`config.mk`:
```
export PLATFORM = sky130hd
export DESIGN_NAME = multi_vu_meter
export DESIGN_NICKNAME = d
export VERILOG_FILES = /design/src/rtl/adc_pkg.sv /design/src/rtl/adc_serial_master.sv /design/src/rtl/multi_vu_meter.sv
export SDC_FILE = /design/constraint.sdc
export NUM_CORES = 1
export LEC_CHECK = 0
export BUFFER_PORTS_ARGS = -buffer_cell sky130_fd_sc_hd__buf_2
export CAP_MARGIN = 20
export CORE_MARGIN = 2
export CORE_UTILIZATION = 55
export DETAILED_ROUTE_END_ITERATION = 7
export GPL_TIMING_DRIVEN = 0
export MAX_ROUTING_LAYER = met4
export PLACE_DENSITY_LB_ADDON = 0.2
export SETUP_SLACK_MARGIN = 0.4
export SYNTH_ARGS = -nofsm -noshare
export SYNTH_HDL_FRONTEND = slang
export SYNTH_SLANG_ARGS = --single-unit
```
`constraint.sdc`:
```
create_clock -name clk -period 6.35 [get_ports clk]
set_input_delay 0.3175 -clock clk [delete_from_list [all_inputs] [get_ports clk]]
set_output_delay 0.3175 -clock clk [all_outputs]
set_load 0.05 [all_outputs]
```
`src/rtl/adc_pkg.sv`:
```
// Shared ADC frame geometry and LED threshold helper for the VU meter slice.
package adc_pkg;

  // Serial frame geometry (in SCLK bits)
  localparam int unsigned FRAME_LEN      = 16;
  localparam int unsigned ADDR_W         = 3;
  localparam int unsigned ADDR_FIRST_BIT = 2;
  localparam int unsigned ADDR_LAST_BIT  = ADDR_FIRST_BIT + ADDR_W - 1;
  localparam int unsigned DATA_START_BIT = 4;

  // Threshold for LED idx: ((idx+1) * 2^adc_bits) / (led_n+1), integer division
  function automatic int unsigned threshold(input int unsigned idx,
                                            input int unsigned adc_bits,
                                            input int unsigned led_n);
    return ((idx + 1) << adc_bits) / (led_n + 1);
  endfunction

endpackage

```
`src/rtl/adc_serial_master.sv`:
```
// Free-running serial ADC master: SCLK = clk/2, 16-bit frames, one-frame
// address/data pipeline, one sample_valid pulse per completed frame.
module adc_serial_master
  import adc_pkg::*;
#(
  parameter int unsigned NUM_CH   = 4,
  parameter int unsigned ADC_BITS = 12
) (
  input  logic                clk,
  input  logic                rst_n,
  input  logic                sdat,
  output logic                saddr,
  output logic                sclk,
  output logic                cs_n,
  output logic [ADC_BITS-1:0] sample,
  output logic [ADDR_W-1:0]   sample_ch,
  output logic                sample_valid
);

  localparam int unsigned      BIT_W    = $clog2(FRAME_LEN);
  localparam int unsigned      AIDX_W   = (ADDR_W > 1) ? $clog2(ADDR_W) : 1;
  localparam logic [BIT_W-1:0] LAST_BIT = BIT_W'(FRAME_LEN - 1);
  localparam logic [BIT_W-1:0] DATA_BIT = BIT_W'(DATA_START_BIT);
  localparam logic [ADDR_W-1:0] LAST_CH = ADDR_W'(NUM_CH - 1);

  logic [BIT_W-1:0]    bit_cnt;
  logic [BIT_W-1:0]    bit_next;
  logic [ADC_BITS-1:0] shreg;
  logic [ADC_BITS-1:0] shifted;
  logic [ADDR_W-1:0]   cur_ch;
  logic [ADDR_W-1:0]   prev_ch;
  logic [ADDR_W-1:0]   next_ch;
  logic                primed;
  logic                saddr_next;

  // Bit index that the coming SCLK falling edge starts, plus data shift value
  always_comb begin
    bit_next = (bit_cnt == LAST_BIT) ? '0 : bit_cnt + BIT_W'(1);
    shifted  = {shreg[ADC_BITS-2:0], sdat};
    next_ch  = (cur_ch == LAST_CH) ? '0 : cur_ch + ADDR_W'(1);
  end

  // Address bit for the coming SCLK bit: channel MSB-first on the address slots
  always_comb begin
    saddr_next = 1'b0;
    for (int unsigned k = ADDR_FIRST_BIT; k <= ADDR_LAST_BIT; k++) begin
      if (bit_next == BIT_W'(k))
        saddr_next = cur_ch[AIDX_W'(ADDR_LAST_BIT - k)];
    end
  end

  // SCLK generation, frame sequencing, data capture and sample hand-off.
  // bit_cnt resets to the last bit so the first falling edge begins bit 0.
  always_ff @(posedge clk or negedge rst_n) begin
    if (!rst_n) begin
      sclk         <= 1'b1;
      cs_n         <= 1'b1;
      saddr        <= 1'b0;
      bit_cnt      <= LAST_BIT;
      shreg        <= '0;
      cur_ch       <= '0;
      prev_ch      <= '0;
      primed       <= 1'b0;
      sample       <= '0;
      sample_ch    <= '0;
      sample_valid <= 1'b0;
    end else begin
      sclk         <= ~sclk;
      sample_valid <= 1'b0;
      if (sclk) begin
        // SCLK falling: start the next bit and present its address bit
        cs_n    <= 1'b0;
        bit_cnt <= bit_next;
        saddr   <= saddr_next;
      end else begin
        // SCLK rising: sample data bits, close the frame on the last bit
        if (bit_cnt >= DATA_BIT)
          shreg <= shifted;
        if (bit_cnt == LAST_BIT) begin
          sample       <= shifted;
          sample_ch    <= prev_ch;
          sample_valid <= primed;
          prev_ch      <= cur_ch;
          cur_ch       <= next_ch;
          primed       <= 1'b1;
        end
      end
    end
  end

endmodule

```
`src/rtl/multi_vu_meter.sv`:
```
// Multi-channel VU meter: round-robin ADC scan, per-channel windowed peak,
// decaying held peak and registered LED bar/dot display.
module multi_vu_meter
  import adc_pkg::*;
#(
  parameter int unsigned NUM_CH     = 4,
  parameter int unsigned ADC_BITS   = 12,
  parameter int unsigned LED_N      = 8,
  parameter int unsigned WIN_FRAMES = 256,
  parameter int unsigned DECAY_STEP = 64
) (
  input  logic             clk,
  input  logic             rst_n,
  input  logic             adc_sdat,
  output logic             adc_saddr,
  output logic             adc_sclk,
  output logic             adc_cs_n,
  input  logic [2:0]       disp_ch,
  input  logic             dot_mode,
  output logic [LED_N-1:0] leds
);

  localparam int unsigned CW    = $clog2(LED_N + 1);
  localparam int unsigned CNT_W = $clog2(WIN_FRAMES + 1);
  localparam logic [CNT_W-1:0]    CNT_LAST = CNT_W'(WIN_FRAMES - 1);
  localparam logic [ADC_BITS-1:0] DECAY    = ADC_BITS'(DECAY_STEP);

  logic [ADC_BITS-1:0] sample;
  logic [ADDR_W-1:0]   sample_ch;
  logic                sample_valid;

  logic [ADC_BITS-1:0] win_max [NUM_CH];
  logic [ADC_BITS-1:0] level   [NUM_CH];
  logic [ADC_BITS-1:0] held    [NUM_CH];
  logic [CNT_W-1:0]    cnt     [NUM_CH];

  logic [ADC_BITS-1:0] cur_max;
  logic [ADC_BITS-1:0] cur_held;
  logic [CNT_W-1:0]    cur_cnt;
  logic [ADC_BITS-1:0] new_max;
  logic [ADC_BITS-1:0] decayed;
  logic [ADC_BITS-1:0] held_next;
  logic                win_end;

  logic [ADDR_W-1:0]   disp_idx;
  logic [ADC_BITS-1:0] sel_level;
  logic [ADC_BITS-1:0] sel_held;
  logic [CW-1:0]       n_bar;
  logic [CW-1:0]       n_dot;
  logic [LED_N-1:0]    leds_next;

  adc_serial_master #(
    .NUM_CH   (NUM_CH),
    .ADC_BITS (ADC_BITS)
  ) u_ser (
    .clk          (clk),
    .rst_n        (rst_n),
    .sdat         (adc_sdat),
    .saddr        (adc_saddr),
    .sclk         (adc_sclk),
    .cs_n         (adc_cs_n),
    .sample       (sample),
    .sample_ch    (sample_ch),
    .sample_valid (sample_valid)
  );

  // Number of LEDs lit for value v (thresholds fold to constants)
  function automatic logic [CW-1:0] lit_count(input logic [ADC_BITS-1:0] v);
    logic [CW-1:0] n;
    n = '0;
    for (int unsigned i = 0; i < LED_N; i++) begin
      if (32'(v) >= threshold(i, ADC_BITS, LED_N))
        n = n + CW'(1);
    end
    return n;
  endfunction

  // Fetch the addressed channel's state and compute its frame-end update
  always_comb begin
    cur_max  = '0;
    cur_held = '0;
    cur_cnt  = '0;
    for (int unsigned c = 0; c < NUM_CH; c++) begin
      if (sample_ch == ADDR_W'(c)) begin
        cur_max  = win_max[c];
        cur_held = held[c];
        cur_cnt  = cnt[c];
      end
    end
    new_max   = (sample > cur_max) ? sample : cur_max;
    win_end   = (cur_cnt == CNT_LAST);
    decayed   = (cur_held > DECAY) ? cur_held - DECAY : '0;
    held_next = (new_max >= decayed) ? new_max : decayed;
  end

  // Per-channel running max, window counter, level latch and peak hold
  always_ff @(posedge clk or negedge rst_n) begin
    if (!rst_n) begin
      for (int unsigned c = 0; c < NUM_CH; c++) begin
        win_max[c] <= '0;
        level[c]   <= '0;
        held[c]    <= '0;
        cnt[c]     <= '0;
      end
    end else if (sample_valid) begin
      for (int unsigned c = 0; c < NUM_CH; c++) begin
        if (sample_ch == ADDR_W'(c)) begin
          if (win_end) begin
            level[c]   <= new_max;
            held[c]    <= held_next;
            win_max[c] <= '0;
            cnt[c]     <= '0;
          end else begin
            win_max[c] <= new_max;
            cnt[c]     <= cur_cnt + CNT_W'(1);
          end
        end
      end
    end
  end

  // Select the displayed channel (out-of-range requests fall back to 0)
  always_comb begin
    disp_idx  = (32'(disp_ch) < NUM_CH) ? ADDR_W'(disp_ch) : '0;
    sel_level = '0;
    sel_held  = '0;
    for (int unsigned c = 0; c < NUM_CH; c++) begin
      if (disp_idx == ADDR_W'(c)) begin
        sel_level = level[c];
        sel_held  = held[c];
      end
    end
  end

  // Bar from level, optional single dot at the held-peak position
  always_comb begin
    n_bar     = lit_count(sel_level);
    n_dot     = lit_count(sel_held);
    leds_next = '0;
    for (int unsigned i = 0; i < LED_N; i++)
      leds_next[i] = (CW'(i) < n_bar) || (dot_mode && (n_dot == CW'(i + 1)));
  end

  // Registered LED output
  always_ff @(posedge clk or negedge rst_n) begin
    if (!rst_n)
      leds <= '0;
    else
      leds <= leds_next;
  end

endmodule

```
==> metrics.yaml <==
global_routing:
  top_usage_layer: "met2"
  grt_max_degree: 126
  track_usage_pct: 28.8
  antenna_found_initial: 1
  grt_overflow: 0
  use_met3_pct: 4.68
  grt_pass1_vias: 11000
  use_met1_pct: 37.6
  met2_usage_pct: 46.7
  grt_pass1_wl_um: 57900
worst_setup_path:
  crit_required_ns: 6.73
  path_common_cell: "ha_4"
  path_class: "flop to flop"
  worstSetupStartpointType: "flop"
  worstPathArrival_ns: 6.41
  path_max_fanout: 4
  critPathMaxStageDelay_ns: 0.42
  slowest_stage: "dfrtp_1"
  ff2ff_path_depth: 33
  worstSetupEndpointType: "flop"
yosys:
  synth_top_family_by_area: "simple AND/OR/NAND/NOR gates"
  synth-adder-area-share_pct: 4.22
  syn_inst: 1407
  async_reset_ff_share_pct: 100
  synthTopCellsByArea: "dfrtp_1, nand2_1, o21ai_0, mux4_2, ha_1"
  synth.largest_area_cell: "dfrtp_1"
  synth_top_area_share_pct: 41.8
  ys_seq_area_share_pct: 43.0
  synthesis.nets: 1459
  synth_flop_cell: "dfrtp_1"
  syn-cell-area_mm2: 0.0133
  synth_xor_area_share_pct: 2.76
  synth_compound_area_share_pct: 16.8
  synth-edff-count: 0
  yosys.area_share.simple_pct: 18.5
  ys_types: 96
  ys_seq_elements: 229
  synth_warnings: 0
  muxShareOfSynthArea_pct: 10.6
  avgSynthCellArea_um2: 9.48
flow_run:
  max-cap-violations: 0
cells_and_area:
  final_nets: 1556
  area_growth_pct: 17.8
  drive_gt1_share_pct: 21.7
  layout_common_cells: "nand2_1, dfrtp_1, o21ai_0"
  final_core_util_pct: 66.6
  final_common_cell: "nand2_1"
sta:
  tns_ns: 0
  timing.fmax_ghz: 0.166
  finalCriticalPeriod_ns: 6.02
  skew_ns: 0.0174
  worst_slew_pin_slew_ns: 1.01
  hold_viol: 0
  final-max-slew-violation-count: 0
  setup_viol: 0
  hold-worst-slack_ns: 0.198
  finalCritPeriodShare_pct: 94.8
  slew_headroom_pct: 32.1
  rsz0062_at_grt: "yes"
drt:
  first_pass_iters: 6
  drt_wl_total_um: 36200
  num_vias: 11200
  wl_per_cell_um: 19.7
  drtAntennaViolNets: 0
  dr.first_iter.drc_count: 892
  drc: 0
  viasPerCell: 6.10
placement:
  port_buffers: 17
  place_congestion: 0.897
  dpl.hpwl_um: 24300
pwr:
  power_density_mw_per_mm2: 221
  vdd_drop_max_mv: 0.196
  p_leak_uw: 0.00689
floorplanning:
  die_y_um: 160
  die_area_mm2: 0.0255
  initial_core_util_pct: 56.5
  placementRows: 56
  die_w_um: 160
  core_area_mm2: 0.0236
  ios: 18
status:
  status: "finished, final reports clean"
clock_tree:
  path_clk_slew_ns: 0.06
  cts_buffer_depth: 3
  ctsRootBufferMaster: "clkbuf_16"
  clk_latency_ns: 0.54
  cts-buffers-inserted: 25
  cts.sinks: 229
  htree_num_levels: 1
  tritoncts: "done"
worst_hold_path:
  hold_path.class: "input pin to flop"
  holdPathStages: 5
[synth_stat cells (11+ instances only)]
| master | count |
|---|---|
| inv_1 | 53 |
| mux2_2 | 37 |
| clkbuf_1 | 54 |
| mux2i_1 | 23 |
| a31oi_1 | 23 |
| or2_2 | 12 |
| nand2_1 | 280 |
| nand4_1 | 11 |
| xor2_1 | 13 |
| a21oi_1 | 27 |
| ha_1 | 45 |
| nand3_1 | 20 |
| nor2_1 | 71 |
| o21ai_0 | 166 |
| xnor2_1 | 16 |
| nand2b_1 | 35 |
| nor3_1 | 15 |
| nor2b_1 | 30 |
| a21o_1 | 16 |
| dfrtp_1 | 223 |
| mux4_2 | 33 |
[final cells by class]
| type | instances | area, um2 |
|---|---|---|
| Sequential cell | 229 | 5740 |
| Tap cell | 319 | 399 |
| Buffer | 74 | 495 |
| Antenna cell | 1 | 2.50 |
| Multi-Input combinational cell | 1050 | 7530 |
| Clock buffer | 32 | 702 |
| Inverter | 54 | 208 |
| Fill cell | 1890 | 7900 |
| Clock inverter | 10 | 86.3 |
| Timing Repair Buffer | 70 | 553 |
[power breakdown]
group | leakage, uW | total [uW] | internal, uW | switching [uW]
Sequential | 0.00311 | 1480 | 1470 | 8.20
Clock | 0.000397 | 1410 | 817 | 596
Combinational | 0.00339 | 577 | 245 | 332
[kinds of logic after synthesis]
| group | after synthesis |
|---|---|
| AND/OR/NAND/NOR | 529 |
| multiplexers | 95 |
| adder cells (fa/ha/maj) | 45 |
| buffers and inverters | 128 |
| XOR/XNOR | 35 |
| AO/OA/AOI/OAI | 346 |
| flip-flops | 229 |
[routing by layer]
metal / part of all wire [%] / routed length [um]
met5: 0 / 0
met4: 2.6 / 946
met3: 6.3 / 2270
met2: 49 / 17700
met1: 42 / 15300
[final timing paths]
path,slack (ns),end,start
setup reg to reg,0.33,leds[4],held[27]
max in group asynchronous,4.86,u_ser.sample_ch[2],rst_n
setup / recovery,0.33,leds[4],held[27]
hold / removal,0.20,leds[6],dot_mode
min in group asynchronous,0.38,held[38],rst_n
hold reg to reg,0.45,u_ser.primed,u_ser.primed
[stage by stage]
| step | instances | worst slack [ns] | area, um2 | power (uW) |
|---|---|---|---|---|
| 2_1_floorplan | 1407 | 0.406 | 13400 | 1830 |
| 3_3_place_gp | 1743 | -1.30 | 13900 | 1940 |
| 3_5_place_dp | 1744 | -1.34 | 14000 | 1950 |
| 4_1_cts | 1806 | 0.406 | 15100 | 3390 |
| 5_1_grt | 1839 | 0.0686 | 15700 | 3600 |
| 6_report | 1839 | 0.328 | 15700 | 3470 |
[state kept, by name (all words and copies together), names as in the netlist, 3 cells and up]
name             flops
cnt                 36
held                48
leds                 8
level               48
u_ser.bit_cnt        4
u_ser.cur_ch         3
u_ser.prev_ch        3
u_ser.sample        12
u_ser.sample_ch      3
u_ser.shreg         11
win_max             48
[worst max-delay path: cells and delay by family, from the launching register on]
family	cells	cell delay [ns]
muxes	1	0.16
buffers and inverters	4	0.41
and+or+nand+nor	12	1.69
DFF	1	0.42
adders and majority gates	6	1.43
AOI/OAI and AO/OA	8	1.35
xor gates and xnor gates	2	0.40
[repair_timing]
| item | 4_1_cts | 5_1_grt |
|---|---|---|
| hold buffers | 2 | 0 |
| pin swaps | 20 | 39 |
| buffers inserted | 18 | 30 |
| gates cloned | 0 | 2 |
| setup endpoints to repair | 56 | 56 |
| endpoints found under the hold margin | 105 | 0 |
| resized for setup | 61 | 77 |
Note: power is estimated with default switching activity, not from simulation.
